===== config.mk =====
export PLATFORM = sky130hd
export DESIGN_NAME = status_monitor
export DESIGN_NICKNAME = d
export VERILOG_FILES = /design/src/rtl/status_monitor.sv
export SDC_FILE = /design/constraint.sdc
export NUM_CORES = 1
export LEC_CHECK = 0
export CAP_MARGIN = 10
export CORE_MARGIN = 4
export CORE_UTILIZATION = 45
export DETAILED_ROUTE_END_ITERATION = 6
export PLACE_DENSITY = 0.79
export RECOVER_POWER = 50
export REMOVE_ABC_BUFFERS = 1
export SLEW_MARGIN = 20
export SYNTH_ARGS = -nofsm -noshare
export SYNTH_HDL_FRONTEND = slang
export SYNTH_SLANG_ARGS = --single-unit

===== constraint.sdc =====
create_clock -name clock -period 3.4 [get_ports clock]
set_input_delay 0.68 -clock clock [delete_from_list [all_inputs] [get_ports clock]]
set_output_delay 0.68 -clock clock [all_outputs]
set_load 0.03 [all_outputs]

===== src/rtl/status_monitor.sv =====
// Stage/error/timeout pass-fail monitor with debounced stage acceptance.
// Optional history FIFO of accepted stages is built when STATUS_MON_HIST_EN is defined.
module status_monitor #(
  parameter int                 STAGE_W    = 8,
  parameter int                 TIMER_W    = 24,
  parameter int                 STABLE     = 4,
  parameter logic [STAGE_W-1:0] START_CODE = {STAGE_W{1'b1}},
  parameter logic [STAGE_W-1:0] PASS_CODE  = {{(STAGE_W-1){1'b1}}, 1'b0},
  parameter bit                 MONOTONIC  = 1'b1,
  parameter int                 HIST_DEPTH = 8
) (
  input  logic               clock,
  input  logic               RSTB,
  input  logic               enable,
  input  logic               clear,
  input  logic [STAGE_W-1:0] stage_in,
  input  logic               error_in,
  input  logic [TIMER_W-1:0] timeout_limit,
  output logic [1:0]         state,
  output logic               pass,
  output logic               fail,
  output logic [1:0]         fail_code,
  output logic [STAGE_W-1:0] cur_stage,
  output logic [7:0]         stage_count,
  output logic [STAGE_W-1:0] hist_data,
  output logic               hist_valid,
  input  logic               hist_ready,
  output logic               hist_ovf
);

  typedef enum logic [1:0] {
    ST_IDLE = 2'd0,
    ST_RUN  = 2'd1,
    ST_PASS = 2'd2,
    ST_FAIL = 2'd3
  } state_t;

  localparam logic [3:0] STABLE_C = 4'(STABLE);

  logic [STAGE_W-1:0] stage_s1_q, stage_s2_q, stage_s3_q;
  logic               err_s1_q, err_s2_q;
  logic [3:0]         stab_q, stab_d;
  logic [STAGE_W-1:0] cur_q;
  state_t             state_q, state_d;
  logic [TIMER_W-1:0] timer_q, timer_d, timer_inc;
  logic [7:0]         count_q, count_d;
  logic [1:0]         code_q, code_d;
  logic               pass_q, fail_q;
  logic               order_q, order_d;
  logic               accept, run_accept;

  // stage_s3_q holds the previous synced sample for the stability compare
  always_comb begin
    stab_d = stab_q;
    if (stage_s2_q == stage_s3_q) begin
      if (stab_q != STABLE_C) stab_d = stab_q + 4'd1;
    end else begin
      stab_d = '0;
    end
  end

  assign accept     = (stab_d == STABLE_C) && (stage_s2_q != cur_q);
  assign run_accept = accept && (state_q == ST_RUN);
  assign timer_inc  = (timer_q == {TIMER_W{1'b1}}) ? timer_q : timer_q + 1'b1;

  always_comb begin
    order_d = 1'b0;
    if (!clear && MONOTONIC && run_accept && (stage_s2_q < cur_q) &&
        (cur_q != START_CODE) && (stage_s2_q != PASS_CODE))
      order_d = 1'b1;
  end

  always_comb begin
    state_d = state_q;
    code_d  = code_q;
    timer_d = timer_q;
    count_d = count_q;
    if (clear) begin
      state_d = ST_IDLE;
      code_d  = 2'd0;
      timer_d = '0;
      count_d = '0;
    end else begin
      case (state_q)
        ST_IDLE: begin
          timer_d = '0;
          count_d = '0;
          if (enable && cur_q == START_CODE) state_d = ST_RUN;
        end
        ST_RUN: begin
          if (!enable) begin
            state_d = ST_IDLE;
            timer_d = '0;
            count_d = '0;
          end else begin
            timer_d = run_accept ? '0 : timer_inc;
            if (run_accept && count_q != 8'hFF) count_d = count_q + 8'd1;
            // timeout fires on the edge where the timer reaches the limit
            if (err_s2_q) begin
              state_d = ST_FAIL;
              code_d  = 2'd1;
            end else if (cur_q == PASS_CODE) begin
              state_d = ST_PASS;
            end else if (order_q) begin
              state_d = ST_FAIL;
              code_d  = 2'd3;
            end else if (timeout_limit != '0 && timer_d == timeout_limit) begin
              state_d = ST_FAIL;
              code_d  = 2'd2;
            end
          end
        end
        default: ;
      endcase
    end
  end

  always_ff @(posedge clock or negedge RSTB) begin
    if (!RSTB) begin
      stage_s1_q <= '0;
      stage_s2_q <= '0;
      stage_s3_q <= '0;
      err_s1_q   <= 1'b0;
      err_s2_q   <= 1'b0;
      stab_q     <= '0;
      cur_q      <= '0;
      state_q    <= ST_IDLE;
      timer_q    <= '0;
      count_q    <= '0;
      code_q     <= 2'd0;
      pass_q     <= 1'b0;
      fail_q     <= 1'b0;
      order_q    <= 1'b0;
    end else begin
      stage_s1_q <= stage_in;
      stage_s2_q <= stage_s1_q;
      stage_s3_q <= stage_s2_q;
      err_s1_q   <= error_in;
      err_s2_q   <= err_s1_q;
      stab_q     <= stab_d;
      if (accept) cur_q <= stage_s2_q;
      state_q    <= state_d;
      timer_q    <= timer_d;
      count_q    <= count_d;
      code_q     <= code_d;
      pass_q     <= (state_d == ST_PASS);
      fail_q     <= (state_d == ST_FAIL);
      order_q    <= order_d;
    end
  end

  assign state       = state_q;
  assign pass        = pass_q;
  assign fail        = fail_q;
  assign fail_code   = code_q;
  assign cur_stage   = cur_q;
  assign stage_count = count_q;

`ifdef STATUS_MON_HIST_EN
  localparam int AW = (HIST_DEPTH > 1) ? $clog2(HIST_DEPTH) : 1;
  localparam logic [AW:0] DEPTH_C = (AW+1)'(HIST_DEPTH);

  logic [STAGE_W-1:0] hist_mem_q [HIST_DEPTH];
  logic [AW-1:0]      wr_q, rd_q;
  logic [AW:0]        cnt_q;
  logic               ovf_q;
  logic               push, pop, full, do_write;

  assign push     = run_accept;
  assign pop      = (cnt_q != '0) && hist_ready;
  assign full     = (cnt_q == DEPTH_C);
  assign do_write = push && (!full || pop);

  always_ff @(posedge clock or negedge RSTB) begin
    if (!RSTB) begin
      for (int i = 0; i < HIST_DEPTH; i++) hist_mem_q[i] <= '0;
    end else if (do_write && !clear) begin
      hist_mem_q[wr_q] <= stage_s2_q;
    end
  end

  always_ff @(posedge clock or negedge RSTB) begin
    if (!RSTB) begin
      wr_q  <= '0;
      rd_q  <= '0;
      cnt_q <= '0;
      ovf_q <= 1'b0;
    end else if (clear) begin
      wr_q  <= '0;
      rd_q  <= '0;
      cnt_q <= '0;
      ovf_q <= 1'b0;
    end else begin
      if (do_write) wr_q <= wr_q + 1'b1;
      if (pop) rd_q <= rd_q + 1'b1;
      case ({do_write, pop})
        2'b10:   cnt_q <= cnt_q + 1'b1;
        2'b01:   cnt_q <= cnt_q - 1'b1;
        default: ;
      endcase
      if (push && full && !pop) ovf_q <= 1'b1;
    end
  end

  assign hist_data  = (cnt_q != '0) ? hist_mem_q[rd_q] : '0;
  assign hist_valid = (cnt_q != '0);
  assign hist_ovf   = ovf_q;
`else
  logic unused_hist_ready;
  assign unused_hist_ready = hist_ready;
  assign hist_data         = '0;
  assign hist_valid        = 1'b0;
  assign hist_ovf          = 1'b0;
`endif

endmodule


# Word-level counts from Yosys, hierarchy flattened
# Index checks and enable logic that the tools add are counted.
[word_totals]
register_bits = 77
in_bits = 38
out_inout_bits = 32
word_cells = 79
[classes]
n_addsub = 3
n_lt_le_gt_ge = 1
eq_ne = 16
n_mux = 27
reduce_logical = 18
[ops]
columns = ["operator", "n"]
rows = [
  ["24-bit two-way mux", 4],
  ["24-bit case mux with 2 select lines", 1],
  ["2-bit two-way mux", 14],
  ["24-bit by 1-bit adder with 24-bit output, second input constant", 1],
  ["24-bit equality test", 1],
  ["24-bit equality test, second input constant", 1],
  ["8-bit two-way mux", 3],
  ["8-bit != test, second input constant", 3],
  ["24-bit nonzero test", 1],
  ["8-bit equality test, second input constant", 2],
  ["8-bit case mux with 2 select lines", 1],
  ["1-bit logical AND", 9],
  ["8-bit by 1-bit adder with 8-bit output, second input constant", 1],
  ["8-bit equality test", 1],
  ["8-bit less-than comparator", 1],
  ["4-bit two-way mux", 2],
  ["4-bit by 3-bit != test with 1-bit output, second input constant", 2],
  ["8-bit != test", 1],
  ["4-bit by 1-bit adder with 4-bit output, second input constant", 1],
  ["2-bit equality test, second input constant", 2],
  ["4-bit by 3-bit equality test with 1-bit output, second input constant", 1],
  ["2-bit case mux with 2 select lines", 1],
  ["4-bit AND reduction", 1],
  ["2-bit nonzero test", 2],
  ["8 further kinds", 8],
]

# Longest topological paths before layout
# Gate-level depths: netlist of run 1.
[depth]
ltp_word = 17
ltp_mapped = 13
depth_no_buf = 12

# Worst setup path before layout of run 1
# OpenSTA, ideal clock, no wires.
[synth_path]
path_kind = "flip-flop to flip-flop"
startpoint = "reg stab_q[0]"
endpoint = "reg code_q[0] (netlist: fail_code[0])"
setup_time_ps = 127
arrival_time_ps = 2887
required_ps = 3273
path_slack_ps = 387
stages_incl_launch_ff = 13
n_path_buf = 1
period_less_slack_ps = 3013
cell_sequence = "dfrtp_1 inv_1 ha_1 o21a_1 o311a_1 or3_1 nor4_1 buf_2 mux2_2 nor4_1 nand4_1 o31ai_1 a21oi_1"
[synth_between]
elab_chain_len = 11
elab_cells_between_ends = 12
cone_classes = "1 x add/sub; 3 x eq/ne; 3 x mux; 5 x reduce/logical"
[synth_rtl]
columns = ["element", "line", "source"]
rows = [
  ["start, declared", "42", "logic [3:0] stab_q, stab_d;"],
  ["start signal, assigned", "140", "stab_q <= stab_d;"],
  ["4-bit by 1-bit adder with 4-bit output / 4-bit by 3-bit != test with 1-bit output (equally long branches)", "56", "if (stab_q != STABLE_C) stab_d = stab_q + 4'd1;"],
  ["4-bit two-way mux *", "56", ""],
  ["4-bit two-way mux *", "55", "if (stage_s2_q == stage_s3_q) begin"],
  ["4-bit by 3-bit equality test with 1-bit output *", "62", "assign accept = (stab_d == STABLE_C) && (stage_s2_q != cur_q);"],
  ["1-bit logical AND *", "62", ""],
  ["1-bit logical AND *", "63", "assign run_accept = accept && (state_q == ST_RUN);"],
  ["24-bit two-way mux *", "96", "timer_d = run_accept ? '0 : timer_inc;"],
  ["24-bit equality test *", "107", "end else if (timeout_limit != '0 && timer_d == timeout_limit) begin"],
  ["1-bit logical AND *", "107", ""],
  ["4-bit nonzero test (no line) *", "-", ""],
  ["4-bit AND reduction (no line) *", "-", ""],
  ["end signal, assigned", "145", "code_q <= code_d;"],
  ["end, declared", "47", "logic [1:0] code_q, code_d;"],
]
# Every way passes the cells marked *; elsewhere a longest branch is shown, timed or not.
# A chain may end at the register's enable or synchronous reset.

# Worst setup path in the final report of run 1
[layout_path]
startpoint = "reg stab_q[0]"
endpoint = "reg fail_q (netlist: fail)"
[layout_between]
elab_chain_len = 17
elab_cells_between_ends = 18
cone_classes = "1 x add/sub; 4 x eq/ne; 10 x mux; 3 x reduce/logical"
[layout_rtl]
columns = ["element", "line", "source"]
rows = [
  ["4-bit by 1-bit adder with 4-bit output / 4-bit by 3-bit != test with 1-bit output (equally long branches)", "56", ""],
  ["4-bit two-way mux *", "56", ""],
  ["4-bit two-way mux *", "55", ""],
  ["4-bit by 3-bit equality test with 1-bit output *", "62", ""],
  ["1-bit logical AND *", "62", ""],
  ["1-bit logical AND *", "63", ""],
  ["24-bit two-way mux *", "96", ""],
  ["24-bit equality test *", "107", ""],
  ["1-bit logical AND *", "107", ""],
  ["2-bit two-way mux *", "107", ""],
  ["2-bit two-way mux *", "104", "end else if (order_q) begin"],
  ["2-bit two-way mux *", "102", "end else if (cur_q == PASS_CODE) begin"],
  ["2-bit two-way mux *", "99", "if (err_s2_q) begin"],
  ["2-bit two-way mux *", "91", "if (!enable) begin"],
  ["2-bit case mux with 2 select lines *", "84", "case (state_q)"],
  ["2-bit two-way mux *", "78", "if (clear) begin"],
  ["2-bit equality test *", "147", "fail_q <= (state_d == ST_FAIL);"],
  ["end signal, assigned", "147", ""],
  ["end, declared", "48", "logic pass_q, fail_q;"],
]
# Marked as above.

==> results by group, run 1 <==
Floorplan
  – Initial Util: between 40% and 50%
  – Die Ht: between 100 and 150 um
  – # rows: 36
  – Die W: 109 um
  – Core Region: 9860 um^2
  – Io pins: 70
  – Die ar.: 11900 um^2

Worst setup path
  – Crit Path Class: reg -> reg
  – Worst Path Required: 3.63 ns
  – R2R depth: 14
  – Crit Reg-Reg Startpoint: stab_q[0]$_DFF_PN0_
  – CP endpoint kind: flop
  – CP bufs+invs: 3
  – Reg2reg end: fail$_DFF_PN0_
  – Delay-heaviest family, CP: compound AO/OA/AOI/OAI gates
  – Flop2flop setup slack: ~0.19 ns
  – CP max stage cell: dfrtp_1
  – Crit path DAT: between 3 and 4 ns
  – Critical-path cell list: inv_1, ha_2, o21a_1, o311a_1, or3_1, nor4_2, buf_4, buf_4, o21ai_0, o2111ai_1, nor4_2, nand4_1, o21ai_2, o311a_1
  – Crit-path max cell delay: about 0.42 ns
  – Worst setup SP type: flop
  – CP Max Fanout: 10

Global route
  – Vias in the first global route: 4123
  – GRT overflow: 0
  – First-pass GRT wire length: 21.2 mm
  – Pin count of the biggest net entering global routing: slightly below 80
  – Initial antenna violation count: 0
  – GRT Overall Usage: roughly 23%

Synthesis
  – Synthesized area per cell: 9.27 um^2
  – Synth unique cells: 75
  – EDFF count, synth: 0
  – Flops & latches, synth: 77
  – Mapped cell area: ~4600 um^2
  – Most used DFF post-synth: dfrtp_1
  – Ys Warns: 0
  – FFs w/ async S/R, synth: 100%
  – Synth Instances: 498
  – Register area share after synthesis: 41.7%

Cells and area
  – Final instance area: 5700 um^2
  – Ant diodes: 0
  – Net count, final: 627
  – Fin util: 57.8%
  – Area Growth Syn to Fin: 23.5%
  – Layout cells sized above 1: a little over an eighth

Timing
  – Tmin final: between 3 and 4 ns
  – Hold Slack: 0.355 ns
  – Final Hold Viols: 0
  – Slew @ Worst Pin: around 1.9 ns
  – Worst relative slew slack: -25.7%
  – Worst Skew: 0.0116 ns
  – Final setup fails: 0
  – Slew Limit Fails: 78
  – Final Cycle Share: about 94%
  – Fmax: 0.311 GHz

Hold path
  – Worst Hold Depth: 0
  – Hold Path Class: reg -> reg
  – HP Start: stage_s1_q[3]$_DFF_PN0_
  – Hold endpoint: stage_s2_q[3]$_DFF_PN0_

Placed design
  – DP Wirelength: 10.1 mm
  – GP Congestion: 0.975
  – Placed Area: about 5400 um^2
  – PortBufs: 58

Power and ir drop
  – P_leak: between 2 and 2.5 nW
  – Power Dens Cells: 319 nW/um^2
  – Worst vdd ir: approximately 0.24 mV

Drt
  – # DRC: 0
  – DRT iter0 DRCs: 322
  – Drt pass-1 iters: 5
  – DR vias: ~4200
  – Antenna Nets Post-Route: 0
  – Detailed Route WL: 13.3 mm
  – DR vias/cell: 5.92
  – Routed wire per std cell: 18.6 um

Status
  – Outcome: complete, but fails checks
  – Failing checks: capacitance limit, slew limit

Clock tree
  – CTS Sinks: 77
  – Root buffer cell: clkbuf_8
  – CTS tree: done
  – Clk slew on worst S/H paths: 0.09 ns
  – TritonCTS buffer count: 9
  – H-tree Lvls: 3
  – CTS Hold Bufs: 0
  – Clock Path Buffers: 2
  – Skew-Pair Late Insertion Delay: 0.35 ns

Flow run
  – Max_cap viols: 1
## worst max path at each step
stage	startpoint	endpoint	cells after the start
2_1_floorplan	stab_q[0]$_DFF_PN0_	fail_code[0]$_DFFE_PN0P_	11
3_3_place_gp	timeout_limit[3]	fail_code[0]$_DFFE_PN0P_	11
3_5_place_dp	timeout_limit[3]	fail_code[0]$_DFFE_PN0P_	11
4_1_cts	stab_q[0]$_DFF_PN0_	fail$_DFF_PN0_	11
5_1_grt	timer_q[0]$_DFFE_PN0P_	fail$_DFF_PN0_	12
6_report	stab_q[0]$_DFF_PN0_	fail$_DFF_PN0_	14
## final cells by class
type | instances | area (um^2)
fill | 858 | 4170
multi-input combinational | 385 | 2530
sequential | 77 | 1930
timing repair buffer | 87 | 793
tap | 133 | 166
clock buffer | 9 | 124
clock inverter | 7 | 91.3
inverter | 17 | 63.8
## where the power goes
part           internal, mW  leakage (nW)  switching, mW  total (mW)
Combinational        0.0559          1.19         0.0761       0.132
Sequential            0.931          1.02         0.0124       0.943
Clock                 0.357         0.105          0.388       0.745
## timing repair
item	4_1_cts	5_1_grt
setup endpoints to repair	0	4
gates resized for setup	0	9
buffers inserted	0	2
## placed cells by master (no fill, tap or decap), drive strengths merged, types with 3 or more instances in the layout
cell type       n
dfrtp          77
nand2          53
clkdlybuf4s50  48
o21ai          41
nor2           35
buf            29
a21oi          20
inv            20
nand4          18
nand3          17
xnor2          15
nor3           15
xor2           14
nor4           14
ha             12
conb           10
clkbuf         10
o31ai           9
dlygate4sd3     9
and3            8
and4            8
mux2            8
or3             7
nor2b           7
o211ai          5
or2             5
and2            4
nand2b          4
a31oi           4
a22o            3
a221oi          3
a2111oi         3
## routing by layer
metal / GRT usage [%] / share of wire, %
met5: 0 / 0
met4: 7.12 / 1.7
met3: 2.90 / 6.8
met2: 36.7 / 46
met1: 32.6 / 45
## through the flow
step                total power [mW]  setup slack [ns]  cells    TNS, ns
floorplan                       1.00           -0.0542    479    -0.0731
CTS                             1.84            0.0187    713          0
detailed placement              1.09            0.0436    697          0
finish                          1.82             0.189    715          0
global placement                1.09            0.0974    697          0
global route                    1.90         -0.000280    715  -0.000280
## Yosys cell counts (3+ instances only)
master    instances  area [um^2]
mux2_2            8         90.1
nand2_1          53          199
o31ai_1           9         67.6
nand3_1          17         85.1
a22o_1            3         26.3
o21ai_0          38          190
buf_2             8         40.0
or2_2             4         25.0
nand2b_1          4         25.0
nor2_1           35          131
and2_1            4         25.0
or3_1             7         43.8
nor3_1           14         70.1
o211ai_1          5         37.5
xor2_1           14          123
clkbuf_1          5         18.8
and4_1            8         70.1
a21oi_1          20          100
a31oi_1           3         18.8
nand4_1          16          100
xnor2_1          15          131
inv_1            17         63.8
ha_1             12          150
nor2b_1           6         37.5
buf_4            14          105
dfrtp_1          77         1930
nor4_1           11         68.8
and3_1            8         50.1
## cells by family after synthesis
| group | share of synthesized area (%) |
|---|---|
| and+or+nand+nor | 23.6 |
| AOI/OAI and AO/OA | 18.6 |
| DFF | 41.7 |
| buffers and inverters | 5.04 |
| xor gates and xnor gates | 5.50 |
| adders and majority gates | 3.25 |
| muxes | 2.17 |
| other | 0.0812 |
## state kept, by name, indices dropped and copies added (netlist names)
| name | cells |
|---|---|
| stage_count | 8 |
| cur_stage | 8 |
| pass | 1 |
| err_s1_q | 1 |
| state | 2 |
| stage_s1_q | 8 |
| err_s2_q | 1 |
| order_q | 1 |
| timer_q | 24 |
| stage_s3_q | 8 |
| stage_s2_q | 8 |
| fail_code | 2 |
| fail | 1 |
| stab_q | 4 |
Power figures use the tool's default switching activity.
==> run 2: changes to the inputs <==
CELL_PAD_IN_SITES_DETAIL_PLACEMENT = 0   (was unset)
CELL_PAD_IN_SITES_GLOBAL_PLACEMENT = 2   (was unset)
CORE_UTILIZATION = 34   (was 45)
PLACE_DENSITY = 0.92   (was 0.79)
==> run 2 against run 1 <==
The flow still finishes with violations (capacitance limit, slew limit). Hold slack got worse by 0.0053 ns. Routed wire length increased by 2.8%. Critical path depth fell by 2. Count of clock-buffer cells in the layout did not move. Clock power increased by 30%. Final cell count grew 5.7%. Critical path type unchanged. Critical endpoint unchanged. Largest power group is now the clock network. Highest routed layer unchanged.
==> results by group, run 2 (synthesis results as in run 1) <==
Status
  – Outcome: complete, but fails checks
  – Failing checks: capacitance limit, slew limit

Power and ir drop
  – Comb power frac: 6.5%
  – Power Dens Cells: between 300 and 400 nW/um^2
  – Worst vdd ir: around 0.30 mV
  – Sequential Power Share: a little under half
  – P_int: 1.51 mW
  – P_leak: 2.36 nW
  – Clock Power Share: 47.3%
  – Switching Share: 26.0%
  – Sw power: 0.532 mW

Floorplan
  – Die Ht: 125 um
  – Core Region: approximately 13000 um^2
  – # rows: 42
  – Initial Util: 34.9%
  – Die W: 125 um
  – Io pins: 70
  – Die ar.: 15500 um^2

Timing
  – Final Hold Viols: 0
  – Fmax: 0.317 GHz
  – Slew Limit Fails: 78
  – Final Cycle Share: 92.9%
  – Final setup fails: 0
  – Worst Skew: 0.00995 ns
  – Hold Slack: between 0.3 and 0.4 ns
  – Slew @ Worst Pin: 1.92 ns
  – Worst relative slew slack: -27.9%
  – Tmin final: 3.16 ns

Cells and area
  – Layout cells sized above 1: 13.3%
  – Biggest register: timer_q
  – Net count, final: around 630
  – Most common cell after layout, fill and taps aside: dfrtp_1
  – Ant diodes: 0
  – Final instance area: 5840 um^2
  – Commonest cells after routing, fill and taps aside: dfrtp_1, nand2_1, clkdlybuf4s50_1
  – Area Growth Syn to Fin: 26.5%
  – Largest register FFs: 24

Flow run
  – Max_cap viols: 1

Clock tree
  – Skew-Pair Late Insertion Delay: between 0.3 and 0.4 ns
  – TritonCTS buffer count: 9
  – CTS tree: done
  – Clk slew on worst S/H paths: 0.07 ns
  – H-tree Lvls: 3
  – Root buffer cell: clkbuf_16
  – Clock Path Buffers: 2
  – CTS Sinks: 77

Worst setup path
  – Crit Reg-Reg Startpoint: stab_q[1]$_DFF_PN0_
  – Worst setup SP type: flop
  – CP Max Fanout: 5
  – Worst Path Required: between 3 and 4 ns
  – Crit path DAT: 3.44 ns
  – CP endpoint kind: flop
  – Crit. Startpoint: stab_q[1]$_DFF_PN0_
  – Crit Path Class: reg -> reg

Drt
  – Drt pass-1 iters: 5
  – DR vias/cell: 5.54
  – # DRC: 0
  – Detailed Route WL: around 14 mm
  – DRT iter0 DRCs: 306
  – DR vias: 4185
  – Routed wire per std cell: 18.1 um
  – Antenna Nets Post-Route: 0

Hold path
  – HP Start: stage_s1_q[4]$_DFF_PN0_
  – Hold Path Class: reg -> reg

Global route
  – GRT overflow: 0
  – Pin count of the biggest net entering global routing: 78
  – Initial antenna violation count: 0
  – Vias in the first global route: slightly above 4000
  – First-pass GRT wire length: 21.9 mm
  – GRT Overall Usage: between 10% and 20%

Placed design
  – PortBufs: 58
  – GP Congestion: 0.922
  – Placed Area: 5470 um^2
  – DP Wirelength: ~10 mm
-- run 2: cell types whose count changed in the layout (fill, tap and decap cells not counted), sizes merged --
| cell | previous run | this run |
|---|---|---|
| bufinv | 1 | 0 |
| buf | 29 | 27 |
| inv | 20 | 21 |
-- run 2: stage by stage --
| stage | std cells | setup slack (ns) | total power [mW] | TNS [ns] | utilization (%) |
|---|---|---|---|---|---|
| 2_1_floorplan | 479 | -0.0542 | 1.00 | -0.0731 | - |
| 3_3_place_gp | 738 | 0.137 | 1.09 | 0 | 41.3 |
| 3_5_place_dp | 738 | 0.0956 | 1.10 | 0 | 41.3 |
| 4_1_cts | 754 | 0.0938 | 2.06 | 0 | 43.6 |
| 5_1_grt | 756 | -0.00534 | 2.12 | -0.00534 | 44.1 |
| 6_report | 756 | 0.241 | 2.04 | 0 | 44.1 |
-- run 2: layout make-up --
type / count / area (um^2)
inverter: 17 / 63.8
fill: 1303 / 7400
tap: 176 / 220
timing repair buffer: 85 / 778
clock buffer: 9 / 225
clock inverter: 7 / 80.1
multi-input combinational: 385 / 2540
sequential: 77 / 1930
-- run 2: path summary, 6_finish.rpt --
kind / endpoint / slack [ns] / cells past startpoint
worst max-delay path: fail$_DFF_PN0_ / 0.24 / 12
worst min-delay path: stage_s2_q[4]$_DFF_PN0_ / 0.35 / 0
worst max register to register: fail$_DFF_PN0_ / 0.24 / 12
worst min register to register: stage_s2_q[4]$_DFF_PN0_ / 0.35 / 0
max in group asynchronous: timer_q[18]$_DFFE_PN0P_ / 1.39 / 1
min in group asynchronous: stage_s1_q[5]$_DFF_PN0_ / 0.87 / 1
-- run 2: timing repair --
item / CTS / global route
endpoints found under the setup margin: 0 / 6
buffers inserted: 0 / 2
hold buffers: 0 / 0
resized for setup: 0 / 11
-- run 2: per-layer routing --
layer / global-route usage, % / share of wire (%) / wire length, um
met1: 23.8 / 46 / 6340
met2: 27.7 / 47 / 6410
met3: 3.77 / 4.7 / 637
met4: 5.42 / 2.0 / 272
met5: 0 / 0 / 0
-- run 2: power groups by stage --
stage / clock (mW) / combinational, mW / sequential (mW)
finish: 0.966 / 0.133 / 0.944
global placement: 0 / 0.134 / 0.960
detailed placement: 0 / 0.135 / 0.962
CTS: 0.985 / 0.136 / 0.944
floorplan: 0 / 0.0464 / 0.957
global route: 1.03 / 0.146 / 0.946
-- run 2: critical path: stages, from the launching register on --
cell	delay, ns
dfrtp_1	0.41
inv_1	0.08
ha_2	0.20
o21a_1	0.17
o311a_1	0.33
or3_1	0.36
nor4_1	0.24
buf_4	0.19
mux2_2	0.33
nor4_2	0.22
nand4_1	0.20
o21ai_2	0.22
o311a_1	0.16
==> run 3: changes to the inputs <==
ABC_AREA = 1   (was unset)
CELL_PAD_IN_SITES_DETAIL_PLACEMENT = 2   (was 0)
CORE_MARGIN = unset   (was 4)
CORE_UTILIZATION = 31   (was 34)
==> run 3 against run 2 <==
The run ends with DRC, capacitance limit, slew limit left. Clock skew is 0.0039 ns lower. Critical path depth increased by 8. Worst setup slack better by 0.023 ns. Hold slack worse by 0.0048 ns. Largest cell class unchanged.
==> results by group, run 3 <==
Timing
  – Setup TNS Final: 0 ns
  – Post-route setup slack: 0.264 ns
  – Fmax: ~0.32 GHz
  – Final Cycle Share: 92.2%
  – Worst Skew: approximately 0.006 ns
  – Final setup fails: 0
  – Slew Limit Fails: 78
  – Final Hold Viols: 0
  – Worst relative slew slack: -38.6%
  – RSZ-0062 raised after global routing: no
  – Hold Slack: about 0.34 ns
  – Slew @ Worst Pin: between 2 and 2.5 ns
  – Tmin final: 3.14 ns

Worst setup path
  – Reg2reg end: pass$_DFF_PN0_
  – CP endpoint kind: flop
  – Crit Reg-Reg Startpoint: stage_s2_q[4]$_DFF_PN0_
  – Crit path DAT: 3.42 ns
  – R2R depth: 20
  – Crit Path Class: reg -> reg
  – Flop2flop setup slack: between 0.2 and 0.3 ns
  – CP Max Fanout: 23
  – Worst setup SP type: flop
  – Worst Path Required: 3.68 ns

Flow run
  – Max_cap viols: 1

Synthesis
  – Synth Instances: ~630
  – Top cells by area, synth: dfrtp_1, nand2_1, inv_1
  – Flops & latches, synth: 77
  – Simple-gate portion of the synthesized area: 34.0%
  – Synth unique cells: 34
  – Multiplexer share of the synthesized area: 0.246%
  – Compound-Gate Fraction of Synth Area: 7.53%
  – Ys Warns: 0
  – Synth cell count leaders: nand2_1, inv_1, dfrtp_1
  – Mapped cell area: between 4000 and 5000 um^2
  – Synthesized area per cell: 7.26 um^2
  – Cell taking the most area after synthesis: dfrtp_1
  – FFs w/ async S/R, synth: between 90% and 100%
  – Largest family of logic cells by synthesized area: simple AND/OR/NAND/NOR gates
  – Register area share after synthesis: 42.0%
  – Most used DFF post-synth: dfrtp_1
  – Post-synthesis xor/xnor area fraction: 2.29%
  – Synth top area share: 42.0%
  – EDFF count, synth: 0
  – Post-Synth Adder-Cell Area: around 3.3%
  – Top-count cell post-synth: nand2_1

Global route
  – First-pass GRT wire length: 30.2 mm
  – GRT overflow: 0
  – Vias in the first global route: 5491
  – GRT Overall Usage: 26.5%
  – Pin count of the biggest net entering global routing: 78
  – Initial antenna violation count: 0

Power and ir drop
  – Worst vdd ir: 0.304 mV
  – Total power: 2.05 mW
  – Power Dens Cells: 362 nW/um^2
  – P_leak: 2.59 nW

Clock tree
  – CTS Sinks: 77
  – H-tree Lvls: 3
  – Clock Path Buffers: 2
  – Root buffer cell: clkbuf_16
  – Clk slew on worst S/H paths: 0.06 ns
  – TritonCTS buffer count: 9
  – CTS tree: done
  – Skew-Pair Late Insertion Delay: 0.36 ns

Cells and area
  – Final instance area: 5670 um^2
  – Largest register FFs: 24
  – Biggest register: timer_q
  – Area Growth Syn to Fin: 23.7%
  – Most common cell after layout, fill and taps aside: nand2_1
  – Commonest cells after routing, fill and taps aside: nand2_1, inv_1, dfrtp_1
  – Net count, final: 747
  – Layout cells sized above 1: 5.70%
  – Fin util: around two fifths
  – Final cell count without fillers: 886
  – Ant diodes: 0
  – Filler instances: 1693

Drt
  – DR vias/cell: 5.35
  – Antenna Nets Post-Route: 0
  – DRT iter0 DRCs: 210
  – # DRC: 2
  – Drt pass-1 iters: 6
  – DR vias: roughly 4700
  – Routed wire per std cell: about 22 um
  – Detailed Route WL: 19.2 mm

Placed design
  – PortBufs: 58
  – Dpl cells: 870
  – Setup WS pre-CTS: a little under 0.3 ns
  – Placed Area: 5380 um^2
  – DP Wirelength: 13.9 mm
  – GP Congestion: roughly 0.88

Status
  – Failing checks: DRC, capacitance limit, slew limit
  – Outcome: complete, but fails checks

Floorplan
  – Initial Util: 31.7%
  – Core Region: 14500 um^2
  – Die ar.: 15300 um^2
  – Die Ht: approximately 120 um
  – Io pins: 70
  – Die W: 124 um
  – # rows: 44

Hold path
  – Hold Path Class: reg -> reg
  – Hold endpoint: stage_s2_q[1]$_DFF_PN0_
  – Worst Hold Depth: 0
  – HP Start: stage_s1_q[1]$_DFF_PN0_
-- run 3: cells by family after synthesis --
family                     count (synthesis)
and+or+nand+nor                          356
buffers and inverters                    114
DFF                                       77
AOI/OAI and AO/OA                         59
adders and majority gates                 12
xor gates and xnor gates                  12
other                                      1
muxes                                      1
-- run 3: critical path, cell delays in order (launching register included) --
cell,delay (ns)
dfrtp_1,0.47
xnor2_1,0.27
nand2_1,0.13
nor2_1,0.20
nand3_1,0.19
nand2_1,0.18
nor2_4,0.06
nand2_4,0.16
buf_12,0.20
nand2_1,0.09
nand2_1,0.07
nand2_1,0.05
inv_1,0.06
nand2_1,0.07
nor2_2,0.17
nand2_1,0.10
nor2_1,0.16
nand2_1,0.10
nand2_2,0.10
o21ai_2,0.08
nor2_1,0.12
-- run 3: area by class of cell --
type / count / area [um^2] / area share [%]
Sequential cell: 77 / 1930 / 34.0
Clock buffer: 11 / 243 / 4.28
Clock inverter: 5 / 36.3 / 0.640
Multi-Input combinational cell: 450 / 2230 / 39.3
Tap cell: 184 / 230 / 4.06
Timing Repair Buffer: 66 / 661 / 11.6
Inverter: 93 / 349 / 6.15
-- run 3: power breakdown --
part / leakage [nW] / switching [mW] / total (mW) / internal, mW
sequential: 1.02 / 0.0161 / 0.948 / 0.932
combinational: 1.43 / 0.101 / 0.160 / 0.0594
clock: 0.139 / 0.429 / 0.945 / 0.516
-- run 3: worst max-delay path by stage --
stage	endpoint	startpoint	cells after the start
after detailed placement	stage_count[7]$_DFFE_PN0P_	clear	11
final	pass$_DFF_PN0_	stage_s2_q[4]$_DFF_PN0_	20
after floorplan	fail_code[0]$_DFFE_PN0P_	cur_stage[7]$_DFFE_PN0N_	19
after global routing	fail$_DFF_PN0_	stage_s2_q[4]$_DFF_PN0_	20
after CTS	pass$_DFF_PN0_	stage_s2_q[5]$_DFF_PN0_	20
after global placement	stage_count[7]$_DFFE_PN0P_	clear	11
-- run 3: what timing repair did --
action                     CTS  global route
resized for setup            0             4
setup buffers                0             0
hold buffers                 0             0
setup endpoints to repair    0             5
-- run 3: routing by layer --
layer	vias to the layer above	GRT usage, %	share of wire, %
met2	121	46.6	52
met3	62	5.31	3.0
met5	-	0	0
li1	2154	-	-
met4	0	12.2	4.1
met1	2407	31.0	41
